[src/rtl/jtag_ir_dr_chain_if.sv]
// TAP-side control/data bundle for jtag_ir_dr_chain.
// The master drives the TAP controls and user read data; the slave is the IR/DR chain.
interface jtag_ir_dr_chain_if #(
  parameter int USER_W = 32
);
  logic              tap_resetn_i;
  logic              tdi;
  logic              capture_ir_i;
  logic              shift_ir_i;
  logic              update_ir_i;
  logic              capture_dr_i;
  logic              shift_dr_i;
  logic              update_dr_i;
  logic              tselect_i;
  logic              enable_i;
  logic [USER_W-1:0] rd_data_i;
  logic              tdo;
  logic [3:0]        ir_o;
  logic [USER_W-1:0] wr_data_o;
  logic              wr_valid_o;
  logic              rd_ack_o;

  modport master (
    output tap_resetn_i, tdi, capture_ir_i, shift_ir_i, update_ir_i,
           capture_dr_i, shift_dr_i, update_dr_i, tselect_i, enable_i, rd_data_i,
    input  tdo, ir_o, wr_data_o, wr_valid_o, rd_ack_o
  );

  modport slave (
    input  tap_resetn_i, tdi, capture_ir_i, shift_ir_i, update_ir_i,
           capture_dr_i, shift_dr_i, update_dr_i, tselect_i, enable_i, rd_data_i,
    output tdo, ir_o, wr_data_o, wr_valid_o, rd_ack_o
  );
endinterface

[src/rtl/jtag_ir_dr_chain.sv]
// JTAG instruction register plus IDCODE / USER / BYPASS data registers, all in the TCK domain.
// tdo is combinational from the shift registers; every other output is registered.
module jtag_ir_dr_chain #(
  parameter logic [31:0] IDCODE_VAL = 32'h1000_0001,
  parameter int          USER_W     = 32
) (
  input logic               clk,
  input logic               rst,
  jtag_ir_dr_chain_if.slave bus
);

  typedef enum logic [1:0] {
    DR_IDCODE,
    DR_USER,
    DR_BYPASS
  } dr_sel_e;

  localparam logic [3:0] IR_IDCODE  = 4'h1;
  localparam logic [3:0] IR_USER_WR = 4'h2;
  localparam logic [3:0] IR_USER_RD = 4'h3;
  localparam logic [3:0] IR_CAPTURE = 4'b0101;

  logic [3:0]        irShift_q, irShift_d;
  logic [3:0]        ir_q, ir_d;
  logic [31:0]       idcode_q, idcode_d;
  logic [USER_W-1:0] user_q, user_d;
  logic              bypass_q, bypass_d;
  logic [USER_W-1:0] wrData_q, wrData_d;
  logic              wrValid_q, wrValid_d;
  logic              rdAck_q, rdAck_d;
  logic              updIrPrev_q, updIrPrev_d;
  logic              updDrPrev_q, updDrPrev_d;
  logic              updIrEdge, updDrEdge;
  logic              drLsb;
  dr_sel_e           drSel;

  always_comb begin
    unique case (ir_q)
      IR_IDCODE:              drSel = DR_IDCODE;
      IR_USER_WR, IR_USER_RD: drSel = DR_USER;
      default:                drSel = DR_BYPASS;
    endcase
  end

  // A TAP reset cycle swallows any update edge so the detectors restart from low.
  assign updIrEdge = bus.update_ir_i & ~updIrPrev_q & bus.tap_resetn_i;
  assign updDrEdge = bus.update_dr_i & ~updDrPrev_q & bus.tap_resetn_i;

  always_comb begin
    irShift_d = irShift_q;
    if (bus.capture_ir_i) begin
      irShift_d = IR_CAPTURE;
    end else if (bus.shift_ir_i) begin
      irShift_d = {bus.tdi, irShift_q[3:1]};
    end

    ir_d = ir_q;
    if (!bus.tap_resetn_i) begin
      ir_d = IR_IDCODE;
    end else if (updIrEdge) begin
      ir_d = irShift_q;
    end

    updIrPrev_d = bus.tap_resetn_i & bus.update_ir_i;
    updDrPrev_d = bus.tap_resetn_i & bus.update_dr_i;

    idcode_d = idcode_q;
    user_d   = user_q;
    bypass_d = bypass_q;
    if (bus.capture_dr_i) begin
      unique case (drSel)
        DR_IDCODE: idcode_d = IDCODE_VAL;
        DR_USER:   user_d   = (ir_q == IR_USER_WR) ? wrData_q : bus.rd_data_i;
        default:   bypass_d = 1'b0;
      endcase
    end else if (bus.shift_dr_i) begin
      unique case (drSel)
        DR_IDCODE: idcode_d = {bus.tdi, idcode_q[31:1]};
        DR_USER:   user_d   = {bus.tdi, user_q[USER_W-1:1]};
        default:   bypass_d = bus.tdi;
      endcase
    end

    rdAck_d   = bus.capture_dr_i & (ir_q == IR_USER_RD);
    wrValid_d = updDrEdge & (ir_q == IR_USER_WR);
    wrData_d  = wrValid_d ? user_q : wrData_q;
  end

  always_comb begin
    unique case (drSel)
      DR_IDCODE: drLsb = idcode_q[0];
      DR_USER:   drLsb = user_q[0];
      default:   drLsb = bypass_q;
    endcase
  end

  assign bus.tdo = bus.enable_i ? (bus.tselect_i ? irShift_q[0] : drLsb) : 1'b0;

  always_ff @(posedge clk) begin
    if (rst) begin
      irShift_q   <= IR_CAPTURE;
      ir_q        <= IR_IDCODE;
      idcode_q    <= '0;
      user_q      <= '0;
      bypass_q    <= 1'b0;
      wrData_q    <= '0;
      wrValid_q   <= 1'b0;
      rdAck_q     <= 1'b0;
      updIrPrev_q <= 1'b0;
      updDrPrev_q <= 1'b0;
    end else begin
      irShift_q   <= irShift_d;
      ir_q        <= ir_d;
      idcode_q    <= idcode_d;
      user_q      <= user_d;
      bypass_q    <= bypass_d;
      wrData_q    <= wrData_d;
      wrValid_q   <= wrValid_d;
      rdAck_q     <= rdAck_d;
      updIrPrev_q <= updIrPrev_d;
      updDrPrev_q <= updDrPrev_d;
    end
  end

  assign bus.ir_o       = ir_q;
  assign bus.wr_data_o  = wrData_q;
  assign bus.wr_valid_o = wrValid_q;
  assign bus.rd_ack_o   = rdAck_q;

endmodule

[src/flat_wrapper.sv]
// flat-port wrapper written by rule: the top's interface ports become plain ports
module jtag_ir_dr_chain_flat 
#(
  parameter logic [31:0] IDCODE_VAL = 32'h1000_0001,
  parameter int          USER_W     = 32
)
  (clk, rst, bus_tap_resetn_i, bus_tdi, bus_capture_ir_i, bus_shift_ir_i, bus_update_ir_i, bus_capture_dr_i, bus_shift_dr_i, bus_update_dr_i, bus_tselect_i, bus_enable_i, bus_rd_data_i, bus_tdo, bus_ir_o, bus_wr_data_o, bus_wr_valid_o, bus_rd_ack_o);
  jtag_ir_dr_chain_if #(.USER_W(USER_W)) bus_i ();
  input logic clk;
  input logic rst;
  input wire logic [$bits(bus_i.tap_resetn_i)-1:0] bus_tap_resetn_i;
  input wire logic [$bits(bus_i.tdi)-1:0] bus_tdi;
  input wire logic [$bits(bus_i.capture_ir_i)-1:0] bus_capture_ir_i;
  input wire logic [$bits(bus_i.shift_ir_i)-1:0] bus_shift_ir_i;
  input wire logic [$bits(bus_i.update_ir_i)-1:0] bus_update_ir_i;
  input wire logic [$bits(bus_i.capture_dr_i)-1:0] bus_capture_dr_i;
  input wire logic [$bits(bus_i.shift_dr_i)-1:0] bus_shift_dr_i;
  input wire logic [$bits(bus_i.update_dr_i)-1:0] bus_update_dr_i;
  input wire logic [$bits(bus_i.tselect_i)-1:0] bus_tselect_i;
  input wire logic [$bits(bus_i.enable_i)-1:0] bus_enable_i;
  input wire logic [$bits(bus_i.rd_data_i)-1:0] bus_rd_data_i;
  output wire logic [$bits(bus_i.tdo)-1:0] bus_tdo;
  output wire logic [$bits(bus_i.ir_o)-1:0] bus_ir_o;
  output wire logic [$bits(bus_i.wr_data_o)-1:0] bus_wr_data_o;
  output wire logic [$bits(bus_i.wr_valid_o)-1:0] bus_wr_valid_o;
  output wire logic [$bits(bus_i.rd_ack_o)-1:0] bus_rd_ack_o;
  assign bus_i.tap_resetn_i = bus_tap_resetn_i;
  assign bus_i.tdi = bus_tdi;
  assign bus_i.capture_ir_i = bus_capture_ir_i;
  assign bus_i.shift_ir_i = bus_shift_ir_i;
  assign bus_i.update_ir_i = bus_update_ir_i;
  assign bus_i.capture_dr_i = bus_capture_dr_i;
  assign bus_i.shift_dr_i = bus_shift_dr_i;
  assign bus_i.update_dr_i = bus_update_dr_i;
  assign bus_i.tselect_i = bus_tselect_i;
  assign bus_i.enable_i = bus_enable_i;
  assign bus_i.rd_data_i = bus_rd_data_i;
  assign bus_tdo = bus_i.tdo;
  assign bus_ir_o = bus_i.ir_o;
  assign bus_wr_data_o = bus_i.wr_data_o;
  assign bus_wr_valid_o = bus_i.wr_valid_o;
  assign bus_rd_ack_o = bus_i.rd_ack_o;
  jtag_ir_dr_chain #(.IDCODE_VAL(IDCODE_VAL), .USER_W(USER_W)) u_core (.clk(clk), .rst(rst), .bus(bus_i));
endmodule
[config.mk]
export PLATFORM = sky130hd
export DESIGN_NAME = jtag_ir_dr_chain_flat
export DESIGN_NICKNAME = d
export VERILOG_FILES = /design/src/rtl/jtag_ir_dr_chain_if.sv /design/src/rtl/jtag_ir_dr_chain.sv /design/src/flat_wrapper.sv
export SDC_FILE = /design/constraint.sdc
export NUM_CORES = 1
export LEC_CHECK = 0
export BUFFER_PORTS_ARGS = -buffer_cell sky130_fd_sc_hd__buf_4
export CAP_MARGIN = 10
export CORE_MARGIN = 3
export CORE_UTILIZATION = 47
export CTS_CLUSTER_SIZE = 24
export DETAILED_ROUTE_END_ITERATION = 8
export GPL_TIMING_DRIVEN = 0
export MAX_ROUTING_LAYER = met4
export PLACE_DENSITY = 0.72
export SYNTH_ARGS = -nofsm -noshare
export SYNTH_HDL_FRONTEND = slang
export SYNTH_SLANG_ARGS = --single-unit
[constraint.sdc]
create_clock -name clk -period 1.7 [get_ports clk]
set_clock_uncertainty 0.1 [all_clocks]
set_input_delay 0.17 -clock clk [delete_from_list [all_inputs] [get_ports clk]]
set_output_delay 0.17 -clock clk [all_outputs]
set_load 0.02 [all_outputs]
==> run_results.csv, run 1 <==
group,metric,value,unit
run_status,status,"finished, violations left",
run_status,violations,"setup timing",
critical_path,critPathMaxFanout,4,
power,pwr_density_cell,812,nW/µm²
placed_design,io_buffers,78,
power,combPwrFrac,0.098,
power,power_switching,1150,µW
clocking,clkLatencyLatePin,0.37,ns
power,clockPowerShare,0.374,
power,ir_drop,0.435,mV
clocking,cts.clk_slew.worst_paths,0.10,ns
clocking,htreeDepth,3,
finish,fin_area,6050,µm²
global_route,grt_overflow,0,
critical_path,path_class,"register to output port",
critical_path,crit_chain,"buf_12 -> buf_12 -> nand2_4 -> o21ai_2 -> a221oi_2 -> nor2_2 -> buf_6",
clocking,cts_made_buffers,9,
global_route,grt_usage,0.218,
floorplan,die_x,106,µm
timing,fin_crit,1.82,ns
finish,instances_no_fill,796,
floorplan,die_area,11300,µm²
yosys,yosysTopAreaCellShare,0.461,
floorplan,die_y,106,µm
critical_path,worstPathArrival,1.55,ns
detailed_routing,wirelength,12.6,mm
floorplan,start_util,0.498,
timing,setup_ws,-0.121,ns
yosys,ys_ff_latch,109,
global_route,grt_pass1_wl,19.8,mm
detailed_routing,vias,4461,
placed_design,place.gp.congestion,0.860,
detailed_routing,drtIter0Drc,285,
timing,post-route-period-util,1.07,
timing,maxSlewViolCount,0,
timing,slew-limit-headroom,0.498,
yosys,avgSynthCellArea,8.43,µm²
placed_design,post-place-ws,-0.289,ns
finish,drive_above_1_share,0.231,
power,power.share.switching,0.234,
power,p_leak,0.00271,µW
critical_path,critPathMostFrequentCell,"buf_12",
yosys,synth_edf_count,0,
worst_hold_path,hold_path_depth,3,
yosys,async_flop_share,0,
detailed_routing,routed_via_density,5.60,
detailed_routing,wl_per_cell,15.8,µm
clocking,cts_tree,"done",
critical_path,critical_path_depth,7,
placed_design,placed_cell_area,5480,µm²
critical_path,cp_data_required_time,1.43,ns
power,p_seq_frac,0.528,
yosys,syn_nets,605,
global_route,grt_pass1_vias,4165,
critical_path,cpPeakStageDelay,0.37,ns
timing,worst_pin_slew,0.753,ns
yosys,ys_warn_count,0,
job,maxCapViolations,0,
critical_path,cpLargestDelayFamily,"flip-flops",
yosys,synthCells,561,
yosys,synth_area_leader_cell,"dfxtp_1",
critical_path,critPathLaunchType,"register",
yosys,yosysMostFrequentCell,"nand2_1",
floorplan,ios,83,
power,internal_power,3770,µW
yosys,synth_common_cells,"nand2_1 (134), dfxtp_1 (109), a21oi_1 (63)",
detailed_routing,postRouteAntennaNets,0,
global_route,antenna_found_initial,0,
timing,fmaxAchievable,549,MHz
critical_path,crit_path_top_delay_cell,"dfxtp_4",
yosys,synthFlopType,"dfxtp_1",
yosys,syn_area,4730,µm²
timing,rsz0062_at_grt,"yes",
timing,hold_slack,0.0374,ns
detailed_routing,firstDrtPassIters,5,
clocking,clockBufferDepth,2,
yosys,ys_seq_area_frac,0.461,
critical_path,crit_buf_inv,3,
placed_design,dp_hpwl,8.78,mm
timing,finalHoldViolations,0,
finish,final_core_util,0.637,
finish,fin_nets,707,
worst_hold_path,hp-class,"input port to register",
clocking,cts-root-buf,"clkbuf_8",
yosys,synth.area.top_cells,"dfxtp_1 (46%), nand2_1 (11%), mux2i_1 (8.5%), a21oi_1 (6.7%), a22o_1 (5.9%)",
timing,setup_violations,10,
clocking,cts.sinks,109,
yosys,netlist-cell-type-count,29,
floorplan,core_area,9500,µm²
floorplan,num_rows,35,
finish,synthToLayoutAreaGrowth,28.0,%
global_route,grt_max_degree,17,
critical_path,ff2ff_path_depth,7,
finish,n_antenna_cell,0,
placed_design,dp_cells,768,
critical_path,end_kind,"output port",
detailed_routing,drc,0,
kinds of logic (layout without fill, tap and decap cells):
logic type,after synthesis,after routing,share of synthesized area
DFF,109,109,0.461
AOI/OAI and AO/OA,134,134,0.186
muxes,40,40,0.0846
buffers and inverters,55,161,0.0534
and+or+nand+nor,223,223,0.214
state kept, by name, indices dropped and copies added, names as in the netlist:
signal,count
u_core.bus.ir_o,4
u_core.bus.rd_ack_o,1
u_core.bus.wr_data_o,32
u_core.bus.wr_valid_o,1
u_core.bypass_q,1
u_core.idcode_q,32
u_core.irShift_q,4
u_core.updDrPrev_q,1
u_core.updIrPrev_q,1
u_core.user_q,32
power by group through the flow:
stage	combinational [µW]	clock (µW)	sequential, µW
after floorplan	289	0	2650
after global placement	442	0	2650
after detailed placement	453	0	2650
after global routing	527	1940	2600
after CTS	475	1850	2600
final	484	1840	2600
layout by cell type (no fill, tap or decap), drive strengths merged:
| cell type | instances |
|---|---|
| nor2b | 2 |
| buf | 107 |
| and2 | 3 |
| nor3 | 6 |
| nand2 | 134 |
| dfxtp | 109 |
| a21oi | 63 |
| a22o | 32 |
| nor4bb | 1 |
| nor2 | 41 |
| o21ai | 4 |
| mux2i | 40 |
| and3 | 1 |
| bufinv | 3 |
| and4 | 1 |
| a22oi | 32 |
| dlygate4sd3 | 3 |
| o2111ai | 1 |
| nand3 | 1 |
| inv | 1 |
| nor3b | 1 |
| clkinvlp | 1 |
| a221oi | 1 |
| clkbuf | 45 |
| nand4bb | 1 |
| and4bb | 1 |
| clkinv | 1 |
| nand3b | 29 |
| o21a | 1 |
| nand2b | 1 |
through the flow:
step / setup TNS [ns] / power (µW)
floorplan: 0 / 2940
global placement: -8.28 / 3090
CTS: -0.153 / 4920
finish: -0.197 / 4920
detailed placement: -10.51 / 3110
global route: -2.88 / 5070
final timing paths:
path	start	to	slack (ns)
worst max-delay path	u_core.bus.ir_o[0]$_SDFFE_PP1P_	bus_tdo	-0.12
worst min-delay path	bus_tap_resetn_i	u_core.bus.ir_o[1]$_SDFFE_PP0P_	0.04
worst max register to register	u_core.bus.ir_o[0]$_SDFFE_PP1P_	u_core.bus.wr_data_o[30]$_SDFFE_PP0P_	-0.01
worst min register to register	u_core.idcode_q[22]$_SDFFE_PP0P_	u_core.idcode_q[22]$_SDFFE_PP0P_	0.35
layout make-up:
cell class / instances / area [µm²]
clock buffers: 11 / 131
plain buffers: 52 / 314
repair buffers: 92 / 754
well taps: 129 / 161
flip-flops and latches: 109 / 2190
inverters: 2 / 7.51
fillers: 821 / 3450
multi-input cells: 397 / 2400
clock inverters: 4 / 97.6
worst register-to-register path, cell delays in order (launching register included):
cell and delay, ns:
dfxtp_4 0.37, buf_4 0.16, nor4bb_4 0.35, and2_4 0.22, buf_12 0.14, buf_8 0.12, nand2_1 0.07, a21oi_2 0.13
what timing repair did:
item / in CTS / in global routing
endpoints found under the hold margin: 6 / 0
hold buffers: 3 / 0
gates cloned: 0 / 3
gates resized for setup: 26 / 40
pin swaps: 3 / 4
buffers inserted: 6 / 2
setup endpoints to repair: 76 / 67
metal layers:
layer | vias to the layer above | GRT usage | wire [µm]
li1 | 2144 | - | -
met1 | 2162 | 0.275 | 5390
met2 | 142 | 0.370 | 6400
met3 | 13 | 0.0255 | 655
met4 | 0 | 0.0657 | 155
met5 | - | - | 0
(Power assumes the default switching activity.)
==> inputs of run 2 (changes only) <==
CELL_PAD_IN_SITES_DETAIL_PLACEMENT = 0   (was not set)
CELL_PAD_IN_SITES_GLOBAL_PLACEMENT = 2   (was not set)
CORE_UTILIZATION = 33   (was 47)
PLACE_DENSITY = 0.82   (was 0.72)
==> run 2 against run 1 <==
Effect of this change: the flow still finishes with violations (setup timing); global-route usage shrank 4.8 points; highest routed layer unchanged; power grew 3.9%; fmax grew 0.79%; clock power grew 9%; register-to-register slack lost 0.08 ns; utilization shrank 18 points; largest power group unchanged; die area grew 40%; wire length grew 6.1%; largest cell class unchanged; hold slack gained 0.014 ns.
==> run_results.csv, run 2 (synthesized netlist as in run 1, its figures left out) <==
group,metric,value,unit
timing,slew-limit-headroom,0.531,
timing,finalHoldViolations,0,
global_route,antenna_found_initial,0,
finish,final_core_util,0.454,
worst_hold_path,min-delay-start,"bus_tdi",
critical_path,r2r_start,"u_core.bus.ir_o[0]$_SDFFE_PP1P_",
detailed_routing,wl_met1,5.84,mm
global_route,grt_pass1_wl,21.2,mm
detailed_routing,top_layer,"met4",
timing,setup_ws,-0.107,ns
job,maxCapViolations,0,
power,pwr_density_cell,808,nW/µm²
global_route,grt_overflow,0,
timing,setup_violations,32,
power,p_leak,0.00295,µW
floorplan,die_y,126,µm
critical_path,cp_data_required_time,1.43,ns
finish,n_antenna_cell,0,
critical_path,worstPathArrival,1.54,ns
power,ir_drop,0.475,mV
detailed_routing,wl_per_cell,15.7,µm
clocking,cts.clk_slew.worst_paths,0.07,ns
global_route,grt_pass1_vias,4170,
placed_design,dp_cells,819,
clocking,cts.sinks,109,
finish,final_common_cell,"nand2_1",
critical_path,critPathLaunchType,"register",
timing,worst_pin_slew,0.704,ns
timing,rsz0062_at_grt,"yes",
placed_design,place.gp.congestion,0.758,
worst_hold_path,hp-class,"input port to register",
clocking,clkLatencyLatePin,0.35,ns
clocking,clockBufferDepth,2,
placed_design,io_buffers,78,
detailed_routing,routed-wl-met3,579,µm
detailed_routing,drc,0,
detailed_routing,vias,4337,
floorplan,start_util,0.339,
critical_path,startpoint,"u_core.bus.ir_o[0]$_SDFFE_PP1P_",
finish,synthToLayoutAreaGrowth,33.7,%
timing,maxSlewViolCount,0,
floorplan,core_area,13900,µm²
finish,instances_no_fill,854,
global_route,grt_usage,0.170,
detailed_routing,drtIter0Drc,353,
timing,post-route-period-util,1.06,
clocking,cts_tree,"done",
clocking,cts-root-buf,"clkbuf_16",
detailed_routing,wirelength,13.4,mm
timing,fin_crit,1.81,ns
critical_path,path_class,"register to output port",
clocking,htreeDepth,3,
floorplan,num_rows,43,
run_status,violations,"setup timing",
finish,fin_nets,713,
timing,hold_slack,0.0512,ns
finish,fin_area,6320,µm²
detailed_routing,firstDrtPassIters,5,
placed_design,dp_hpwl,9.36,mm
detailed_routing,postRouteAntennaNets,0,
run_status,status,"finished, violations left",
global_route,grt_max_degree,17,
critical_path,end_kind,"output port",
detailed_routing,routed_via_density,5.08,
critical_path,critPathMaxFanout,4,
detailed_routing,dr_wl_met2,6.74,mm
floorplan,ios,83,
placed_design,placed_cell_area,5550,µm²
clocking,cts_made_buffers,9,
finish,n_fill_cell,1380,
timing,fmaxAchievable,553,MHz
floorplan,die_x,126,µm
finish,drive_above_1_share,0.257,
floorplan,die_area,15800,µm²
finish,layout_common_cells,"nand2_1 (120), dfxtp_1 (106), buf_4 (93), a21oi_1 (48), mux2i_1 (40)",
## run 2: cell count changes in the layout (fill, tap and decap cells not counted), sizes merged
cell	change
clkinvlp	+1
clkinv	+1
clkbuf	+4
buf	+4
bufinv	-3
## run 2: power by group
group	internal, µW	switching (µW)
Clock	1070	937
Sequential	2570	22.5
Combinational	231	271
## run 2: worst max-delay path, stage by stage (launching register included)
cell      delay (ns)
dfxtp_4         0.36
buf_12          0.12
buf_12          0.12
nand2_4         0.05
o21ai_2         0.05
a221oi_2        0.29
nor2_2          0.06
buf_6           0.13
## run 2: final timing paths
check | endpoint | slack [ns] | cells past startpoint
max | bus_tdo | -0.11 | 7
max reg2reg | u_core.bus.wr_data_o[24]$_SDFFE_PP0P_ | -0.09 | 8
min reg2reg | u_core.idcode_q[29]$_SDFFE_PP0P_ | 0.35 | 2
min | u_core.irShift_q[3]$_SDFFE_PP0P_ | 0.05 | 3
## run 2: area by class of cell
class,count,area (µm²),share of cell area
plain buffers,53,342,0.0540
clock buffers,13,260,0.0412
clock inverters,3,20.0,0.00317
inverters,2,7.51,0.00119
multi-input cells,397,2480,0.393
flip-flops and latches,109,2190,0.346
well taps,180,225,0.0356
repair buffers,97,796,0.126
## run 2: stage by stage
stage | total power [µW] | setup TNS (ns) | worst slack [ns]
3_3_place_gp | 3110 | -15.52 | -0.385
6_report | 5110 | -1.88 | -0.107
5_1_grt | 5320 | -4.84 | -0.183
3_5_place_dp | 3120 | -18.75 | -0.445
4_1_cts | 5160 | -0.153 | -0.153
2_1_floorplan | 2940 | 0 | 0.0129
## run 2: metal layers
layer / track usage / up-vias
li1: - / 2161
met1: 0.200 / 2066
met2: 0.287 / 98
met3: 0.0462 / 12
met4: 0.0492 / 0
met5: - / -
## run 2: what timing repair did
action,in CTS,in global routing
hold buffers,3,0
setup endpoints to repair,93,79
resized for setup,32,71
setup buffers,10,3
endpoints found under the hold margin,6,0
pin swaps,4,15
cloned,0,3
